[src/rtl/cond_pkg.sv]
// Shared constants for the conditional-execution path: condition codes,
// NZCV bit positions and the FlagW field layout.
package cond_pkg;

    localparam logic [3:0] COND_EQ = 4'h0;
    localparam logic [3:0] COND_NE = 4'h1;
    localparam logic [3:0] COND_CS = 4'h2;
    localparam logic [3:0] COND_CC = 4'h3;
    localparam logic [3:0] COND_MI = 4'h4;
    localparam logic [3:0] COND_PL = 4'h5;
    localparam logic [3:0] COND_VS = 4'h6;
    localparam logic [3:0] COND_VC = 4'h7;
    localparam logic [3:0] COND_HI = 4'h8;
    localparam logic [3:0] COND_LS = 4'h9;
    localparam logic [3:0] COND_GE = 4'hA;
    localparam logic [3:0] COND_LT = 4'hB;
    localparam logic [3:0] COND_GT = 4'hC;
    localparam logic [3:0] COND_LE = 4'hD;
    localparam logic [3:0] COND_AL = 4'hE;
    localparam logic [3:0] COND_NV = 4'hF;

    localparam int FLAG_N = 3;
    localparam int FLAG_Z = 2;
    localparam int FLAG_C = 1;
    localparam int FLAG_V = 0;

    // FlagW_E bit positions: NZ group and CV group
    localparam int FLAGW_NZ = 1;
    localparam int FLAGW_CV = 0;

endpackage

[src/rtl/cond_check.sv]
// Pure combinational condition evaluator: (Cond, Flags) -> pass.
// Also used by the branch predictor's resolve check.
module cond_check
    import cond_pkg::*;
(
    input  logic [3:0] Cond,
    input  logic [3:0] Flags,
    output logic       pass
);

    logic n, z, c, v;

    assign n = Flags[FLAG_N];
    assign z = Flags[FLAG_Z];
    assign c = Flags[FLAG_C];
    assign v = Flags[FLAG_V];

    always_comb begin
        pass = 1'b0;
        case (Cond)
            COND_EQ: pass = z;
            COND_NE: pass = ~z;
            COND_CS: pass = c;
            COND_CC: pass = ~c;
            COND_MI: pass = n;
            COND_PL: pass = ~n;
            COND_VS: pass = v;
            COND_VC: pass = ~v;
            COND_HI: pass = c & ~z;
            COND_LS: pass = ~c | z;
            COND_GE: pass = (n == v);
            COND_LT: pass = (n != v);
            COND_GT: pass = ~z & (n == v);
            COND_LE: pass = z | (n != v);
            COND_AL: pass = 1'b1;
            default: pass = 1'b0;
        endcase
    end

endmodule

[src/rtl/cond_unit.sv]
// Conditional-execution unit: NZCV flag register, condition gating of the
// Execute-stage enables. Optional perf counters under COND_PERF_CNT_EN.
module cond_unit
    import cond_pkg::*;
(
    input  logic       CLK,
    input  logic       nRESET,
    input  logic       Stall_E,
    input  logic       Flush_E,
    input  logic       Valid_E,
    input  logic [3:0] Cond_E,
    input  logic [3:0] ALUFlags,
    input  logic [1:0] FlagW_E,
    input  logic       PCS_E,
    input  logic       RegW_E,
    input  logic       MemW_E,
    input  logic       NoWrite_E,
    output logic       CondEx_E,
    output logic [3:0] Flags,
    output logic       C_in,
    output logic       PCSrc_M,
    output logic       RegWrite_M,
    output logic       MemWrite_M
`ifdef COND_PERF_CNT_EN
    ,
    output logic [31:0] ExecCount,
    output logic [31:0] SkipCount
`endif
);

    logic [3:0] flags_q;
    logic       pass;
    logic       flag_update;

    cond_check u_cond_check (
        .Cond  (Cond_E),
        .Flags (flags_q),
        .pass  (pass)
    );

    // Condition is judged on the stored flags, never on in-flight ALUFlags
    assign CondEx_E    = Valid_E & pass & ~Flush_E;
    assign flag_update = CondEx_E & ~Stall_E;

    assign Flags = flags_q;
    assign C_in  = flags_q[FLAG_C];

    always_ff @(posedge CLK) begin
        if (!nRESET) begin
            flags_q <= 4'b0000;
        end else if (flag_update) begin
            if (FlagW_E[FLAGW_NZ]) begin
                flags_q[FLAG_N] <= ALUFlags[FLAG_N];
                flags_q[FLAG_Z] <= ALUFlags[FLAG_Z];
            end
            if (FlagW_E[FLAGW_CV]) begin
                flags_q[FLAG_C] <= ALUFlags[FLAG_C];
                flags_q[FLAG_V] <= ALUFlags[FLAG_V];
            end
        end
    end

    // Flush outranks stall: a flushed slot always leaves a bubble behind
    always_ff @(posedge CLK) begin
        if (!nRESET || Flush_E) begin
            PCSrc_M    <= 1'b0;
            RegWrite_M <= 1'b0;
            MemWrite_M <= 1'b0;
        end else if (!Stall_E) begin
            PCSrc_M    <= PCS_E & CondEx_E;
            RegWrite_M <= RegW_E & ~NoWrite_E & CondEx_E;
            MemWrite_M <= MemW_E & CondEx_E;
        end
    end

`ifdef COND_PERF_CNT_EN
    logic [31:0] exec_count;
    logic [31:0] skip_count;

    always_ff @(posedge CLK) begin
        if (!nRESET) begin
            exec_count <= 32'd0;
            skip_count <= 32'd0;
        end else if (!Stall_E && Valid_E && !Flush_E) begin
            if (pass) begin
                exec_count <= exec_count + 32'd1;
            end else begin
                skip_count <= skip_count + 32'd1;
            end
        end
    end

    assign ExecCount = exec_count;
    assign SkipCount = skip_count;
`endif

endmodule

[config.mk]
export PLATFORM = sky130hd
export DESIGN_NAME = cond_unit
export DESIGN_NICKNAME = d
export VERILOG_FILES = /design/src/rtl/cond_pkg.sv /design/src/rtl/cond_check.sv /design/src/rtl/cond_unit.sv
export SDC_FILE = /design/constraint.sdc
export NUM_CORES = 1
export LEC_CHECK = 0
export BUFFER_PORTS_ARGS = -buffer_cell sky130_fd_sc_hd__buf_2
export CORE_MARGIN = 2
export CORE_UTILIZATION = 39
export DETAILED_ROUTE_END_ITERATION = 16
export PLACE_DENSITY = 0.72
export SKIP_LAST_GASP = 1
export SYNTH_ARGS = -nofsm -noshare
export SYNTH_HDL_FRONTEND = slang
export SYNTH_SLANG_ARGS = --single-unit
[constraint.sdc]
create_clock -name CLK -period 1.7 [get_ports CLK]
set_input_delay 0.34 -clock CLK [delete_from_list [all_inputs] [get_ports CLK]]
set_output_delay 0.34 -clock CLK [all_outputs]
set_load 0.03 [all_outputs]
; Word-level counts from Yosys, hierarchy flattened
; Cells that the tools add are included.
; Widths: inputs -> output; s select.
[op_classes]
eq_ne = 16
n_mux = 1
n_bitwise = 18
n_reduce_logical = 5
[op_table]
columns = operator, n
row1 = $eq 4x4->1 const B, 7
row2 = $eq 4x3->1 const B, 4
row3 = $pmux 1 s15, 1
row4 = $and 1x1->1, 9
row5 = $eq 4x2->1 const B, 2
row6 = $not 1->1, 7
row7 = $eq 4x1->1 const B, 1
row8 = $logic_not 4->1, 1
row9 = $reduce_and 2->1, 2
row10 = $or 1x1->1, 2
row11 = $eq 1x1->1, 1
row12 = $logic_not 1->1, 1
row13 = $logic_or 1x1->1, 1
row14 = $ne 1x1->1, 1
[word_totals]
wordCells = 45
reg_bits = 7
input_bits = 19
out_inout_bits = 9

; Longest topological paths before layout
[logic_depth]
depth_word = 7
mapped_depth = 6
ltp_nobuf = 5

; Cells and area by module
; A second synthesis with hierarchy kept.
[unflattened]
hier_cells = 63
area_unflattened_um2 = 518.0
[modules_own_cells]
columns = mod, cells_each, area_each_um2, seq_area_each_um2, instances
row1 = cond_unit, 35, 324.1, 140.1, 1
row2 = cond_check, 28, 193.9, 0.0, 1

; Least setup slack after synthesis
; OpenSTA, ideal clock, no wires.
[synth_timing]
path_type = reg-to-output
start = reg flags_q[3] (netlist: Flags[3])
end = out CondEx_E
slack_ns = -0.378
required_time_ns = 1.360
path_stages_with_launch = 5
n_path_buf = 0
arrival_time_ns = 1.738
path_cell_list = dfxtp_1 -> or4bb_1 -> a31oi_1 -> a221oi_2 -> a21boi_2
[synth_via]
elab_chain_len = 5
word_cells_on_any_way = 8
classes_between = 2 x eq/ne / 1 x mux / 5 x bitwise
[synth_rtl]
columns = item, line_no
row1 = from (decl), cond_unit.sv:31  ; logic [3:0] flags_q;
row2 = "from (signal, indexed assignment)", cond_unit.sv:53  ; flags_q[FLAG_N] <= ALUFlags[FLAG_N];
row3 = "from (signal, indexed assignment)", cond_unit.sv:54  ; flags_q[FLAG_Z] <= ALUFlags[FLAG_Z];
row4 = "from (signal, indexed assignment)", cond_unit.sv:57  ; flags_q[FLAG_C] <= ALUFlags[FLAG_C];
row5 = $ne 1x1->1 / $eq 1x1->1 (equally long branches), -
row6 = $or 1x1->1 / $and 1x1->1 (equally long branches), "cond_check.sv:34, cond_check.sv:33"
row7 = $pmux 1 s15 *, cond_check.sv:20  ; case (Cond)
row8 = $and 1x1->1 * (2 in a row), cond_unit.sv:42  ; assign CondEx_E = Valid_E & pass & ~Flush_E;
row9 = to (decl), cond_unit.sv:18  ; output logic CondEx_E,
; Mark *: on every way between the ends. The rest lies on a longest branch, timed or not.

; Worst setup path after layout
[layout_timing]
start = reg flags_q[1] (netlist: Flags[1])
end = out CondEx_E
[layout_via]
elab_chain_len = 5
word_cells_on_any_way = 6
classes_between = 1 x mux / 5 x bitwise
[layout_rtl]
columns = item, line_no
row1 = $not 1->1, "cond_check.sv:24, cond_check.sv:30"
row2 = $or 1x1->1, cond_check.sv:30  ; COND_LS: pass = ~c | z;
row3 = $pmux 1 s15 *, cond_check.sv:20
row4 = $and 1x1->1 * (2 in a row), cond_unit.sv:42
; Marks and branches as above.

==> results.sh <==
export IMPL_syn_area_um2=567
export IMPL_synth_top_cells_by_count="nand2_1 (9), dfxtp_1 (7), inv_1 (4), mux2i_1 (4)"
export IMPL_numPortBuffers=27
export IMPL_worstSetupPathType="register to primary output"
export IMPL_ctsLongestPathBuffers=2
export IMPL_failed_checks="setup timing"
export IMPL_timing_critical_path_required_ps=1360
export IMPL_clock_tree_from_tritoncts="done"
export IMPL_synthCells=67
export IMPL_grt_first_pass_wirelength_mm=2.72
export IMPL_non_filler_instance_count_after_layout=124
export IMPL_clk_latency_ps=250
export IMPL_critPathSlowestCell="a311o_1"
export IMPL_floorplan_die_height_um=42.1
export IMPL_net_switching_power_w=0.000138
export IMPL_power_switching_share_pct=30.1
export IMPL_crit_fanout=2
export IMPL_power_density_mw_per_mm2=485
export IMPL_synth_ff_type="dfxtp_1"
export IMPL_grt_max_degree=10
export IMPL_ys_top_cells_by_area="dfxtp_1 (25%), mux2i_1 (7.1%), nand2_1 (6.0%)"
export IMPL_arr_time_crit_path_ps=1690
export IMPL_finalInstanceArea_um2=946
export IMPL_drt_vias_per_instance=5.35
export IMPL_global_route_usage_total_pct=20.7
export IMPL_crit_path_cell_trace="xor2_1 -> a311o_1 -> a221oi_4 -> a21boi_4 -> buf_6"
export IMPL_synthArstFlopShare_pct=0
export IMPL_sequential_cell_area_um2=153
export IMPL_core_region_area_mm2=0.00133
export IMPL_hpwl_mm=1.17
export IMPL_period_share_pct=119
export IMPL_vdd_drop_max_v=0.000491
export IMPL_clk_transition_reported_paths_ps=60
export IMPL_insertedDiodeCount=0
export IMPL_ctsRootBufferMaster="clkbuf_4"
export IMPL_synth_net_count=86
export IMPL_cts_hold_fix_buffers=0
export IMPL_setup_slack_ps=-329
export IMPL_grt_pass1_vias=647
export IMPL_post_synth_top_area_fraction_pct=24.7
export IMPL_filler_cell_count=105
export IMPL_io_pins=28
export IMPL_post_synth_cell_area_avg_um2=8.46
export IMPL_die_width_um=42.1
export IMPL_number_of_buffers_inserted_during_clock_tree_synthesis=3
export IMPL_post_place_cells=117
export IMPL_final_layout_size_suffix_gt1_share_pct=56.9
export IMPL_max_cap_viol_count=0
export IMPL_maximum_cell_stage_delay_along_the_critical_path_ps=400
export IMPL_floorplan_initialDensity_pct=42.5
export IMPL_setup_violations_final=6
export IMPL_drt_first_pass_iters=4
export IMPL_htree_num_levels=1
export IMPL_dr_total_vias=664
export IMPL_maxClockFrequency_ghz=0.493
export IMPL_timing_final_crit_period_ps=2030
export IMPL_wl_per_cell_um=14.0
export IMPL_rows=13
export IMPL_status="finished, violations left"
export IMPL_slew_violations=0
export IMPL_placedInstanceArea_um2=803
export IMPL_die_area_mm2=0.00177
export IMPL_post_route_drc_count=0
export IMPL_layout_core_utilization_pct=70.9
export IMPL_yosysUniqueCellTypes=33
export IMPL_worst_slew_margin_rel_pct=73.5
export IMPL_crit_path_end_kind="primary output"
export IMPL_leak_pwr_nw=0.432
export IMPL_synth_top_cell_by_area="dfxtp_1"
export IMPL_timing_final_hold_violations=0
export IMPL_grt_remaining_overflow=0
export IMPL_power_share_combinational_pct=31.8
export IMPL_final_hold_worst_slack_ps=318
export IMPL_yosysMostFrequentCell="nand2_1"
export IMPL_synth_edff_count=0
export IMPL_clockPowerShare_pct=32.5
export IMPL_design_final_nets=129
export IMPL_worst_slew_pin_slew_ps=397
export IMPL_holdCritPathClass="input pin to register"
export IMPL_timing_clock_skew_ps=6.25
export IMPL_power_report_internal_total_w=0.000321
export IMPL_totalNegativeSetupSlack_ps=-1090
export IMPL_p_seq_share_pct=35.7
export IMPL_critPathLaunchType="register"
export IMPL_synthToLayoutAreaGrowth_pct=66.9
export IMPL_grt_antenna_before_repair=0
export IMPL_unrepaired_setup_endpoints_after_global_routing="yes"
export IMPL_postRouteWirelength_mm=1.74
export IMPL_cts_sinks=7
export IMPL_multi_input_comb_area_um2=455
export IMPL_synth_seq_cells=7
export IMPL_synth_seq_area_share_pct=24.7
export IMPL_ant_nets=0
export IMPL_yosys_warnings=0
export IMPL_globalplace_congestion=0.862
export IMPL_first_iter_violations=14
[cell families (layout without fill, tap and decap cells)]
| family | count (synthesis) | in the layout | share of synthesized area, % |
|---|---|---|---|
| simple gates | 30 | 30 | 34.0 |
| flops | 7 | 7 | 24.7 |
| mux | 4 | 4 | 7.06 |
| xor+xnor | 3 | 3 | 4.64 |
| buf+inv | 10 | 52 | 8.61 |
| compound gates | 13 | 13 | 21.0 |
[registers in the layout (all words and copies together) (netlist names)]
| name | flops |
|---|---|
| Flags | 4 |
| MemWrite_M | 1 |
| PCSrc_M | 1 |
| RegWrite_M | 1 |
[stage by stage]
step	worst slack, ps	total power (W)
floorplan	-157	0.000243
global placement	-264	0.000282
detailed placement	-291	0.000285
CTS	-323	0.000463
global route	-382	0.000492
finish	-329	0.000459
[placed cells by master, fill, tap and decap left out, types with 2 or more instances in the layout]
master / n
dfxtp_4: 3
nor3b_1: 3
buf_6: 3
buf_4: 15
a22o_1: 3
nand3_1: 3
nand2_1: 9
a21oi_4: 2
clkbuf_4: 3
buf_2: 26
nor4b_1: 3
mux2i_1: 4
dfxtp_1: 3
xor2_1: 2
inv_1: 4
[power by group through the flow]
stage	Combinational (W)	Sequential, W	Clock, W
after detailed placement	0.000113	0.000171	0
after floorplan	0.0000679	0.000175	0
after global placement	0.000110	0.000171	0
after CTS	0.000139	0.000166	0.000157
after global routing	0.000156	0.000164	0.000172
final	0.000146	0.000164	0.000149
[layout make-up]
class | count | share of cell area, %
sequential | 7 | 16.1
clock inverter | 1 | 0.529
multi-input combinational | 50 | 48.1
inverter | 4 | 1.59
clock buffer | 3 | 2.38
timing repair buffer | 44 | 29.2
tap | 15 | 1.98
[metal layers]
metal | GRT usage [%] | part of all wire (%) | vias to the layer above
li1 | - | - | 332
met1 | 22.3 | 40 | 304
met2 | 36.3 | 52 | 20
met3 | 3.45 | 3.8 | 8
met4 | 14.4 | 3.6 | 0
met5 | 0 | 0 | -
[worst max-delay path: cells and delay by family, from the launching register on]
kind / cells / cell delay, ps
buffers and inverters: 1 / 150
AOI/OAI and AO/OA: 3 / 820
DFF: 1 / 320
xor gates and xnor gates: 1 / 140
[path summary, 6_finish.rpt]
path / startpoint / to / slack, ps / depth (start not counted)
max reg2reg: Flags[1] / PCSrc_M / -250 / 8
min: ALUFlags[0] / Flags[0] / 320 / 3
min reg2reg: PCSrc_M / PCSrc_M / 470 / 1
max: Flags[1] / CondEx_E / -330 / 5
[what timing repair did]
item                                    in CTS  in global routing
setup buffers                                4                  1
resized for setup                           13                  7
endpoints found under the setup margin       8                  8
gates cloned                                 0                  0
pin swaps                                    7                  9
(Power assumes the default switching activity.)
